--- config.mk ---
export PLATFORM = sky130hd
export DESIGN_NAME = huffman_bit_packer
export DESIGN_NICKNAME = d
export VERILOG_FILES = /design/src/rtl/huffman_bit_packer_pkg.sv /design/src/rtl/huffman_bit_packer_shift_insert.sv /design/src/rtl/huffman_bit_packer.sv
export SDC_FILE = /design/constraint.sdc
export NUM_CORES = 1
export LEC_CHECK = 0
export ABC_AREA = 1
export CELL_PAD_IN_SITES_DETAIL_PLACEMENT = 0
export CELL_PAD_IN_SITES_GLOBAL_PLACEMENT = 2
export CORE_MARGIN = 2
export CORE_UTILIZATION = 29
export DETAILED_ROUTE_END_ITERATION = 6
export PLACE_DENSITY_LB_ADDON = 0.1
export SYNTH_ARGS = -nofsm -noshare
export SYNTH_HDL_FRONTEND = slang
export SYNTH_SLANG_ARGS = --single-unit
--- constraint.sdc ---
create_clock -name clock -period 3.1 [get_ports clock]
set_clock_uncertainty 0.2 [all_clocks]
set_input_delay 0.31 -clock clock [delete_from_list [all_inputs] [get_ports clock]]
set_output_delay 0.31 -clock clock [all_outputs]
set_load 0.02 [all_outputs]
--- src/rtl/huffman_bit_packer_pkg.sv ---
// Shared widths and FSM encoding for the Huffman bit packer.
package huffman_bit_packer_pkg;
  localparam int DEF_DATA_W = 64;
  localparam int DEF_LEN_W  = 8;
  localparam int DEF_CNT_W  = 32;
  localparam int ACC_W      = 2 * DEF_DATA_W;

  typedef enum logic [1:0] {
    RUN   = 2'd0,
    FLUSH = 2'd1,
    DONE  = 2'd2
  } state_e;
endpackage

--- src/rtl/huffman_bit_packer_shift_insert.sv ---
// Masks a right-justified code to len_eff bits and ORs it into acc at bit offset fill.
// Purely combinational; bits of acc at and above fill are zero by construction.
module packer_shift_insert
  import huffman_bit_packer_pkg::*;
#(
  parameter int DATA_W = DEF_DATA_W,
  parameter int LEN_W  = DEF_LEN_W,
  parameter int AW     = 2 * DATA_W,
  parameter int FW     = $clog2(AW)
) (
  input  logic [AW-1:0]     acc,
  input  logic [DATA_W-1:0] code,
  input  logic [LEN_W-1:0]  len_eff,
  input  logic [FW-1:0]     fill,
  output logic [AW-1:0]     acc_ins
);
  logic [AW-1:0] mask;
  logic [AW-1:0] code_ext;

  assign mask     = ~({AW{1'b1}} << len_eff);
  assign code_ext = {{(AW - DATA_W){1'b0}}, code} & mask;
  assign acc_ins  = acc | (code_ext << fill);
endmodule

--- src/rtl/huffman_bit_packer.sv ---
// Packs variable-length LSB-first codes into dense DATA_W-bit words; flush emits a zero-padded tail.
// Words appear the cycle after the completing code; stall is register-only, never from out_ready.
module huffman_bit_packer
  import huffman_bit_packer_pkg::*;
#(
  parameter int DATA_W = DEF_DATA_W,
  parameter int LEN_W  = DEF_LEN_W,
  parameter int CNT_W  = DEF_CNT_W
) (
  input  logic              clock,
  input  logic              reset,
  input  logic [DATA_W-1:0] code_in,
  input  logic [LEN_W-1:0]  code_len,
  input  logic              code_valid,
  input  logic              flush,
  output logic              stall,
  output logic [DATA_W-1:0] word_out,
  output logic              word_valid,
  output logic [LEN_W-1:0]  word_bits,
  output logic              word_last,
  input  logic              out_ready,
  output logic              flush_done,
  output logic [CNT_W-1:0]  bit_count
);
  localparam int AW = 2 * DATA_W;
  localparam int FW = $clog2(AW);

  state_e           state_q, state_d;
  logic [AW-1:0]    acc_q, acc_d, acc_ins;
  logic [FW-1:0]    fill_q, fill_d;
  logic [CNT_W-1:0] bit_count_q, bit_count_d;
  logic [LEN_W-1:0] len_eff;
  logic             full, accept, pop;

  assign len_eff   = (code_len > LEN_W'(DATA_W)) ? LEN_W'(DATA_W) : code_len;
  assign full      = (fill_q >= FW'(DATA_W));
  assign bit_count = bit_count_q;

  packer_shift_insert #(
    .DATA_W (DATA_W),
    .LEN_W  (LEN_W),
    .AW     (AW),
    .FW     (FW)
  ) u_shift_insert (
    .acc     (acc_q),
    .code    (code_in),
    .len_eff (len_eff),
    .fill    (fill_q),
    .acc_ins (acc_ins)
  );

  always_ff @(posedge clock) begin
    if (!reset) begin
      state_q     <= RUN;
      acc_q       <= '0;
      fill_q      <= '0;
      bit_count_q <= '0;
    end else begin
      state_q     <= state_d;
      acc_q       <= acc_d;
      fill_q      <= fill_d;
      bit_count_q <= bit_count_d;
    end
  end

  always_comb begin
    state_d     = state_q;
    acc_d       = acc_q;
    fill_d      = fill_q;
    bit_count_d = bit_count_q;
    word_valid  = 1'b0;
    word_out    = '0;
    word_bits   = '0;
    word_last   = 1'b0;
    flush_done  = 1'b0;
    stall       = full || (state_q != RUN);
    accept      = code_valid && !stall;

    case (state_q)
      RUN: begin
        if (full) begin
          word_valid = 1'b1;
          word_out   = acc_q[DATA_W-1:0];
          word_bits  = LEN_W'(DATA_W);
        end
        if (flush && !stall) state_d = FLUSH;
      end
      FLUSH: begin
        if (full) begin
          word_valid = 1'b1;
          word_out   = acc_q[DATA_W-1:0];
          word_bits  = LEN_W'(DATA_W);
        end else if (fill_q != '0) begin
          // Tail word: bits above fill are already zero in acc.
          word_valid = 1'b1;
          word_out   = acc_q[DATA_W-1:0];
          word_bits  = LEN_W'(fill_q);
          word_last  = 1'b1;
        end else begin
          state_d = DONE;
        end
      end
      DONE: begin
        flush_done = 1'b1;
        state_d    = RUN;
      end
      default: state_d = RUN;
    endcase

    pop = word_valid && out_ready;

    if (accept) begin
      acc_d       = acc_ins;
      fill_d      = fill_q + FW'(len_eff);
      bit_count_d = bit_count_q + CNT_W'(len_eff);
    end else if (pop) begin
      if (word_last) begin
        acc_d  = '0;
        fill_d = '0;
      end else begin
        acc_d  = acc_q >> DATA_W;
        fill_d = fill_q - FW'(DATA_W);
      end
    end
  end
endmodule

== After elaboration in Yosys (flattened, before gate mapping) ==
Cells that the tools add are included.
Word-level totals
  register bits after elaboration: 169
  input port bits: 77
  word-level logic and storage cells: 55
Operators by class
  shifts and indexed selects: 2
  bitwise logic cells: 3
  reductions and logical operators: 10
  multiplexer cells: 26
  order comparisons: 2
  add/sub/neg operators: 3
  equal/unequal tests: 5
Operators by type and width (count)
  $mux W128: 2
  $mux W64: 4
  $and A64 B128 Y128: 1
  $not A128 Y128: 1
  $or A128 B128 Y128: 1
  $pmux W64 S2: 1
  $shl A128 B7 Y128: 1
  $shl A128 B8 Y128 const A: 1
  $mux W7: 6
  $add A32 B8 Y32: 1
  $pmux W7 S2: 1
  $gt A8 B7 Y1 const B: 1
  $mux W8: 1
  $add A7 B7 Y7: 1
  $ge A7 B7 Y1 const B: 1
  $reduce_bool A7 Y1: 1
  $sub A7 B7 Y7 const B: 1
  $mux W1: 6
  $mux W2: 3
  $ne A2 B2 Y1 const B: 3
  $pmux W2 S2: 1
  $reduce_bool A2 Y1: 2
  $logic_and A1 B1 Y1: 3
  $reduce_and A3 Y1: 1
  other kinds (6): 6

== Logic depth before layout (Yosys ltp) ==
Gate-level depths: netlist (run 1).
  depth after elaboration: 8
  gate-level depth with buffers: 22
  gate-level depth less buffers: 21

== By module ==
Synthesis (run 1) repeated with hierarchy kept, for this count alone.
Second synthesis, totals
  cell total of the unflattened synthesis: 3034
  area total of the unflattened synthesis: 16793.6 µm²
By module, submodules not included
  huffman_bit_packer: cells each 1301, instances 1, sequential area each 3383.2 µm², area each 8775.9 µm²
  packer_shift_insert: cells each 1733, instances 1, sequential area each 0.0 µm², area each 8017.7 µm²

== Least setup slack after synthesis (run 1) ==
No wires, ideal clock.
  kind: input -> register
  start: in code_len[1]
  end: reg bit_count_q[28], in the netlist bit_count[28]
  buffers on the path: 1
  stages: 21
  setup time: 113 ps
  path slack: 415 ps
  data required time: 2787 ps
  data arrival time: 2372 ps
  cells stage by stage: buf_4 nor2_4 nand2_1 o21ai_2 inv_1 nor2_1 ha_1 ha_1 inv_1 nand2_1 nand3_1 nand2_1 nand3b_1 nand2_1 nand2_1 nor2_2 nand2_1 nor3_1 nand2_1 nand2_1 nor2_1
On the way
  word-level cells in the longest chain between the ends: 3
Ends and longest elaborated chain
  from (decl): RTL line huffman_bit_packer.sv:13  | input logic [LEN_W-1:0] code_len,
  $gt A8 B7 Y1: RTL line huffman_bit_packer.sv:35  | assign len_eff = (code_len > LEN_W'(DATA_W)) ? LEN_W'(DATA_W) : code_len;
  $mux W8 (*): RTL line huffman_bit_packer.sv:35
  $add A32 B8 Y32 (*): RTL line huffman_bit_packer.sv:115  | bit_count_d = bit_count_q + CNT_W'(len_eff);
  to (signal assigned): RTL line huffman_bit_packer.sv:62  | bit_count_q <= bit_count_d;
  to (decl): RTL line huffman_bit_packer.sv:31  | logic [CNT_W-1:0] bit_count_q, bit_count_d;
Every way passes the cells marked *; elsewhere a longest branch is shown, timed or not.
A chain may end at the register's enable or synchronous reset.

== Worst setup path in the final report (run 1) ==
  start: in code_len[0]
  end: reg acc_q[64]
On the way
  word-level cells in the longest chain between the ends: 8
Ends and longest elaborated chain
  $gt A8 B7 Y1: RTL line huffman_bit_packer.sv:35
  $mux W8 (*): RTL line huffman_bit_packer.sv:35
  $shl A128 B8 Y128 (*): RTL line huffman_bit_packer_shift_insert.sv:20  | assign mask = ~({AW{1'b1}} << len_eff);
  $not A128 Y128 (*): RTL line huffman_bit_packer_shift_insert.sv:20
  $and A64 B128 Y128 (*): RTL line huffman_bit_packer_shift_insert.sv:21  | assign code_ext = {{(AW - DATA_W){1'b0}}, code} & mask;
  $shl A128 B7 Y128 (*): RTL line huffman_bit_packer_shift_insert.sv:22  | assign acc_ins = acc | (code_ext << fill);
  $or A128 B128 Y128 (*): RTL line huffman_bit_packer_shift_insert.sv:22
  $mux W128 (*): RTL line huffman_bit_packer.sv:112  | if (accept) begin
  to (signal assigned): RTL line huffman_bit_packer.sv:55  | acc_q <= '0;
  to (signal assigned): RTL line huffman_bit_packer.sv:60  | acc_q <= acc_d;
  to (decl): RTL line huffman_bit_packer.sv:29  | logic [AW-1:0] acc_q, acc_d, acc_ins;
Marks and branches as above.

==> results.py, run 1 <==
metrics = {
    "run_status": {
        "status": "finished, final reports clean",
    },
    "timing": {
        "setup_viol": 0,
        "hold_viol": 0,
        "max_freq_mhz": 336,
        "drv_slew": 0,
        "fin_crit_sh_pct": 96.0,
        "tightest_slew_ps": 983,
        "setup_ws_ps": 124,
        "max_slew_margin_pct": 34.5,
        "setup_tns_ps": 0,
        "min_period_ps": 2980,
        "holdWs_ps": 268,
    },
    "critical_path": {
        "required_ps": 3310,
        "timing.rr.start": "fill_q[0]",
        "endpoint": "acc_q[64]",
        "reg2reg_depth": 11,
        "crit_path_cell_trace": "clkdlybuf4s50_1 -> o21ai_0 -> buf_4 -> nand2_1 -> inv_1 -> nand3_1 -> nand3_1 -> nor2_1 -> nand2_1 -> nor2_1 -> buf_4 -> nand2_1 -> o21ai_0 -> nand3_1 -> a21oi_1",
        "endpoint_kind": "flop",
        "worst_path_max_delay_cell": "clkdlybuf4s50_1",
        "r2r_slack_ps": 320,
        "crit_arrival_ps": 3190,
        "critical_path_class": "primary input to flop",
        "r2r_end": "acc_q[64]",
        "startpoint": "code_len[0]",
        "slowest_delay_ps": 580,
        "startpoint_type": "primary input",
        "path_max_fanout": 5,
    },
    "grt": {
        "antenna_found_initial": 1,
        "grt_use_met2_pct": 51.9,
        "globalRouteMet3Util_pct": 3.87,
        "grt_max_degree": 113,
        "gr-max-usage-layer": "met2",
        "grt_overflow_total": 0,
        "first_global_vias": 18700,
        "met1_usage_pct": 42.5,
        "grt_pass1_wl_um": 124000,
        "grt.total_usage_pct": 31.4,
    },
    "run": {
        "drv_cap": 0,
    },
    "hold_path": {
        "hp-start": "acc_q[119]",
        "hp-class": "flop to flop",
        "hold_depth": 2,
    },
    "yosys": {
        "synthCells": 2675,
        "synth_edf_count": 0,
        "yosysSeqAreaShare_pct": 22.6,
        "synth-main-ff-cell": "dfxtp_1",
        "synth.distinct_cells": 45,
        "synthesis.area_um2": 14900,
        "synth-seq-cells": 169,
        "avgSynthCellArea_um2": 5.59,
        "async_reset_ff_share_pct": 0,
        "yosys_warnings": 0,
    },
    "final_layout": {
        "fillers": 5742,
        "diodes": 0,
        "layout-drive-gt1-share_pct": 11.5,
        "syn_to_final_growth_pct": 31.5,
        "regArea_um2": 3390,
        "multi_input_area_um2": 9910,
        "final_area_um2": 19700,
        "finalNetCount": 3026,
        "fin_util_pct": 38.5,
        "final_cells": 3627,
    },
    "floorplanning": {
        "placementRows": 83,
        "die-area_um2": 53400,
        "start_util_pct": 29.2,
        "io_pins": 185,
        "fp.dieH_um": 231,
        "coreArea_um2": 51100,
        "die_x_um": 231,
    },
    "placed_design": {
        "preCtsSetupSlack_ps": -513,
        "portBuffers": 183,
        "gp_congestion": 0.985,
        "hpwl_um": 63900,
        "placed_area_um2": 18900,
        "placed_cells": 3591,
    },
    "power": {
        "vdd_drop_max_uv": 405,
        "p_sw_share_pct": 46.1,
        "power.density_nw_per_um2": 485,
        "clkPwrFrac_pct": 24.1,
        "p_leak_nw": 8.72,
        "seqPwrFrac_pct": 25.9,
        "combPwrFrac_pct": 50.0,
        "p_total_mw": 9.54,
        "internal_power_mw": 5.14,
        "switching_power_mw": 4.39,
    },
    "clock_tree": {
        "clkSinkCount": 169,
        "worstSkewPairLatency_ps": 490,
        "cts_tree": "done",
        "clockBufferDepth": 2,
        "clk_pin_slew_ps": 80,
        "numCtsBuffers": 17,
        "cts_hold_buf": 0,
        "clockRootBuffer": "clkbuf_16",
        "cts_max_level": 4,
    },
    "detailed_routing": {
        "drc": 0,
        "drtAntennaViolNets": 0,
        "via_count": 19900,
        "dr.pass1.iters": 6,
        "drt-total-wl_um": 84900,
        "drtIter0Drc": 1988,
        "avgRoutedWirePerCell_um": 23.4,
        "avgViaCountPerCell": 5.50,
    },
}
[synthesized netlist by cell type (3+ instances only)]
cell	instances	area share [%]
a211oi_1	4	0.20
a21boi_0	3	0.15
a21oi_1	186	6.2
a31oi_1	5	0.21
buf_1	64	1.6
buf_2	19	0.64
buf_4	3	0.15
buf_6	3	0.23
clkbuf_1	94	2.4
dfxtp_1	169	23
ha_1	14	1.2
inv_1	273	6.9
inv_2	9	0.23
nand2_1	513	13
nand3_1	790	26
nand3b_1	4	0.20
nand4_1	55	2.3
nor2_1	217	5.5
nor2_2	5	0.21
nor2_4	3	0.23
nor3_1	17	0.57
nor3b_1	3	0.15
nor4_1	5	0.21
o211ai_1	12	0.60
o21a_1	8	0.40
o21ai_0	95	3.2
o21ai_1	21	0.70
o21bai_1	6	0.30
o22ai_1	42	1.8
xor2_1	12	0.70
[power by group through the flow]
stage / clock network, mW / registers, mW / logic [mW]
CTS: 2.35 / 2.47 / 4.64
global placement: 0 / 2.52 / 4.65
global route: 2.43 / 2.49 / 5.13
floorplan: 0 / 2.52 / 2.56
finish: 2.30 / 2.47 / 4.77
detailed placement: 0 / 2.52 / 4.64
[state kept, by name, summed over array words and instances (netlist names)]
register / cells
state_q: 2
bit_count: 32
fill_q: 7
acc_q: 128
[critical path: cells and delay by family]
| kind | cells | cell delay (ps) |
|---|---|---|
| buffers and inverters | 4 | 990 |
| AO/OA/AOI/OAI | 3 | 720 |
| AND/OR/NAND/NOR | 8 | 1150 |
[timing repair]
item	CTS	global route
resized for setup	68	43
endpoints found under the setup margin	66	145
gates cloned	0	2
pin swaps	0	12
buffers inserted	0	3
[cell families after synthesis]
family          share of synthesized area, %
simple gates                            49.1
other cells                           0.0251
flops                                   22.6
xor+xnor                               0.762
compound gates                          14.1
fa+ha+maj                               1.17
buf+inv                                 12.2
[layout by cell type, fill, tap and decap left out, types with 25 or more instances in the layout]
cell             netlist  layout
nand4_1               55      55
nor2_1               217     210
o21ai_0               95      91
nand2_1              513     505
dlygate4sd2_1          0      63
nand3_1              790     783
a21oi_1              186     186
o22ai_1               42      42
dfxtp_1              169     162
buf_4                  3     215
o21ai_1               21      25
clkdlybuf4s50_1        0     117
inv_1                273     266
[worst min-delay path by stage]
stage	end	slack, ps
2_1_floorplan	acc_q[127]	220
3_3_place_gp	acc_q[64]	250
3_5_place_dp	acc_q[97]	260
4_1_cts	acc_q[97]	270
5_1_grt	acc_q[115]	280
6_report	acc_q[119]	270
[layout make-up]
cell class / instances / area share, %
sequential: 169 / 17.3
timing repair buffer: 423 / 19.6
multi-input combinational: 2040 / 50.4
clock inverter: 11 / 0.694
inverter: 284 / 5.45
tap: 680 / 4.33
clock buffer: 20 / 2.27
[layer usage]
metal	up-vias	part of all wire, %
met3	123	5.5
met5	-	0
li1	9538	-
met4	0	3.2
met2	749	46
met1	9533	45
(Power assumes the default switching activity.)
==> run 2, diff against run 1 <==
--- a/config.mk
+++ b/config.mk
@@ -6,6 +6,7 @@
 export NUM_CORES = 1
 export LEC_CHECK = 0
 export ABC_AREA = 1
+export CAP_MARGIN = 20
 export CELL_PAD_IN_SITES_DETAIL_PLACEMENT = 0
 export CELL_PAD_IN_SITES_GLOBAL_PLACEMENT = 2
 export CORE_MARGIN = 2
==> results of run 2 <==
The final DEF is identical to that of run 1; final timing and power are the same.
==> run 3, diff against run 2 <==
--- a/config.mk
+++ b/config.mk
@@ -9,7 +9,7 @@
 export CAP_MARGIN = 20
 export CELL_PAD_IN_SITES_DETAIL_PLACEMENT = 0
 export CELL_PAD_IN_SITES_GLOBAL_PLACEMENT = 2
-export CORE_MARGIN = 2
+export CORE_MARGIN = 4
 export CORE_UTILIZATION = 29
 export DETAILED_ROUTE_END_ITERATION = 6
 export PLACE_DENSITY_LB_ADDON = 0.1
==> run 3 against run 2 <==
Final cell count fell by 0.11%. Worst setup slack lost 21 ps. Clock power grew 3%. Global-route usage down 1.9 points. Largest cell class unchanged. Combinational power is 1% lower. Via count down 0.91%. Highest routed layer unchanged. Routed wire length fell by 0.50%.
==> results.py, run 3 (synthesis results as in run 1) <==
metrics = {
    "final_layout": {
        "final_cells": 3623,
        "multi_input_area_um2": 10000,
        "diodes": 0,
        "largest_register_ffs": 128,
        "layout-drive-gt1-share_pct": 12.7,
        "final_cell_mix": "nand3_1 (769), nand2_1 (501), inv_1 (264), buf_4 (222), nor2_1 (205)",
        "regMostFlops": "acc_q",
        "layout_commonest_cell": "nand3_1",
        "regArea_um2": 3390,
        "final_area_um2": 19800,
        "fin_util_pct": 39.1,
        "syn_to_final_growth_pct": 32.4,
        "finalNetCount": 3029,
        "fillers": 5668,
    },
    "grt": {
        "grt_pass1_wl_um": 125000,
        "first_global_vias": 18900,
        "antenna_found_initial": 0,
        "grt_max_degree": 104,
        "grt.total_usage_pct": 29.5,
        "grt_overflow_total": 0,
    },
    "hold_path": {
        "hp-class": "flop to flop",
        "hold_depth": 2,
        "hold_end": "acc_q[127]",
        "hp-start": "acc_q[127]",
    },
    "timing": {
        "min_period_ps": 3000,
        "fin_crit_sh_pct": 96.7,
        "max_slew_margin_pct": 41.8,
        "rsz0062_at_grt": "yes",
        "setup_viol": 0,
        "hold_viol": 0,
        "drv_slew": 0,
        "max_freq_mhz": 334,
        "tightest_slew_ps": 873,
        "holdWs_ps": 258,
    },
    "critical_path": {
        "required_ps": 3260,
        "critical_path_class": "primary input to flop",
        "crit_path_cell_trace": "clkdlybuf4s50_1 -> nor2_4 -> buf_4 -> nand3_1 -> nand2_2 -> nor2_1 -> buf_4 -> nand3_1 -> nand3_1 -> nand3_1 -> nand3_1 -> nand3_1 -> buf_4 -> nand3_1 -> nand3_1 -> a21oi_1",
        "path_max_fanout": 8,
        "slowest_delay_ps": 460,
        "startpoint_type": "primary input",
        "r2r_slack_ps": 250,
        "worst_path_max_delay_cell": "clkdlybuf4s50_1",
        "timing.rr.start": "fill_q[6]",
        "reg2reg_depth": 16,
        "r2r_end": "acc_q[98]",
        "crit_arrival_ps": 3160,
        "endpoint_kind": "flop",
        "cp_common_cell": "nand3_1",
    },
    "floorplanning": {
        "io_pins": 185,
        "coreArea_um2": 50600,
        "placementRows": 82,
        "fp.dieH_um": 235,
        "die-area_um2": 55200,
        "die_x_um": 235,
        "start_util_pct": 29.5,
    },
    "detailed_routing": {
        "drc": 0,
        "dr.pass1.iters": 6,
        "drtAntennaViolNets": 0,
        "drt-total-wl_um": 84400,
        "drtIter0Drc": 2101,
        "avgViaCountPerCell": 5.45,
        "via_count": 19800,
        "avgRoutedWirePerCell_um": 23.3,
    },
    "clock_tree": {
        "clkSinkCount": 169,
        "clk_pin_slew_ps": 80,
        "clockBufferDepth": 2,
        "cts_tree": "done",
        "cts_max_level": 4,
        "clockRootBuffer": "clkbuf_16",
        "numCtsBuffers": 17,
        "worstSkewPairLatency_ps": 490,
    },
    "power": {
        "internal_power_mw": 5.14,
        "power.density_nw_per_um2": 483,
        "clkPwrFrac_pct": 24.8,
        "p_leak_nw": 8.75,
        "vdd_drop_max_uv": 366,
        "switching_power_mw": 4.42,
        "p_sw_share_pct": 46.2,
        "combPwrFrac_pct": 49.4,
        "seqPwrFrac_pct": 25.9,
    },
    "run_status": {
        "status": "finished, final reports clean",
    },
    "placed_design": {
        "placed_cells": 3582,
        "placed_area_um2": 18900,
        "gp_congestion": 0.973,
        "portBuffers": 183,
        "hpwl_um": 64000,
    },
    "run": {
        "drv_cap": 0,
    },
}
[run 3: routing by layer]
metal / routed length [um] / share of wire (%) / vias up / GRT usage [%]
li1: - / - / 9564 / -
met1: 36500 / 43 / 9372 / 38.4
met2: 39600 / 47 / 712 / 50.0
met3: 5060 / 6.0 / 114 / 4.12
met4: 3270 / 3.9 / 0 / 10.7
met5: 0 / 0 / - / 0
[run 3: final cells by class]
type | count | area share [%]
Tap cell | 672 | 4.25
Clock buffer | 17 | 2.15
Clock inverter | 15 | 0.999
Inverter | 284 | 5.45
Multi-Input combinational cell | 2039 | 50.7
Timing Repair Buffer | 427 | 19.3
Sequential cell | 169 | 17.1
[run 3: power by group through the flow]
| stage | Combinational, mW | Sequential [mW] | Clock [mW] |
|---|---|---|---|
| after global routing | 5.11 | 2.49 | 2.50 |
| final | 4.72 | 2.47 | 2.37 |
| after detailed placement | 4.56 | 2.52 | 0 |
| after global placement | 4.56 | 2.52 | 0 |
| after CTS | 4.63 | 2.47 | 2.44 |
| after floorplan | 2.56 | 2.52 | 0 |
[run 3: worst max-delay path by stage]
stage / endpoint / start / slack, ps / cells past startpoint
2_1_floorplan: bit_count[28] / code_len[1] / 410 / 21
3_3_place_gp: acc_q[52] / code_len[3] / -520 / 16
3_5_place_dp: bit_count[30] / code_len[1] / -540 / 20
4_1_cts: bit_count[30] / code_len[1] / 1 / 20
5_1_grt: acc_q[112] / code_len[6] / -20 / 19
6_report: acc_q[64] / code_len[6] / 100 / 16
[run 3: what timing repair did]
item | 4_1_cts | 5_1_grt
buffers inserted | 3 | 5
cloned | 1 | 0
endpoints found under the hold margin | 0 | 0
pin swaps | 1 | 12
hold buffers | 0 | 0
gates resized for setup | 69 | 85
setup endpoints to repair | 64 | 128
[run 3: critical path, delay by kind of cell]
family | cells | cell delay, ps
simple gates | 11 | 1820
buf+inv | 4 | 930
compound gates | 1 | 90
[run 3: through the flow]
stage	TNS [ps]	setup WS (ps)	power (mW)
final	0	103	9.56
after global routing	-77.3	-17.9	10.1
after CTS	0	1.12	9.54
after detailed placement	-40990	-544	7.08
after global placement	-43050	-524	7.07
after floorplan	0	415	5.08
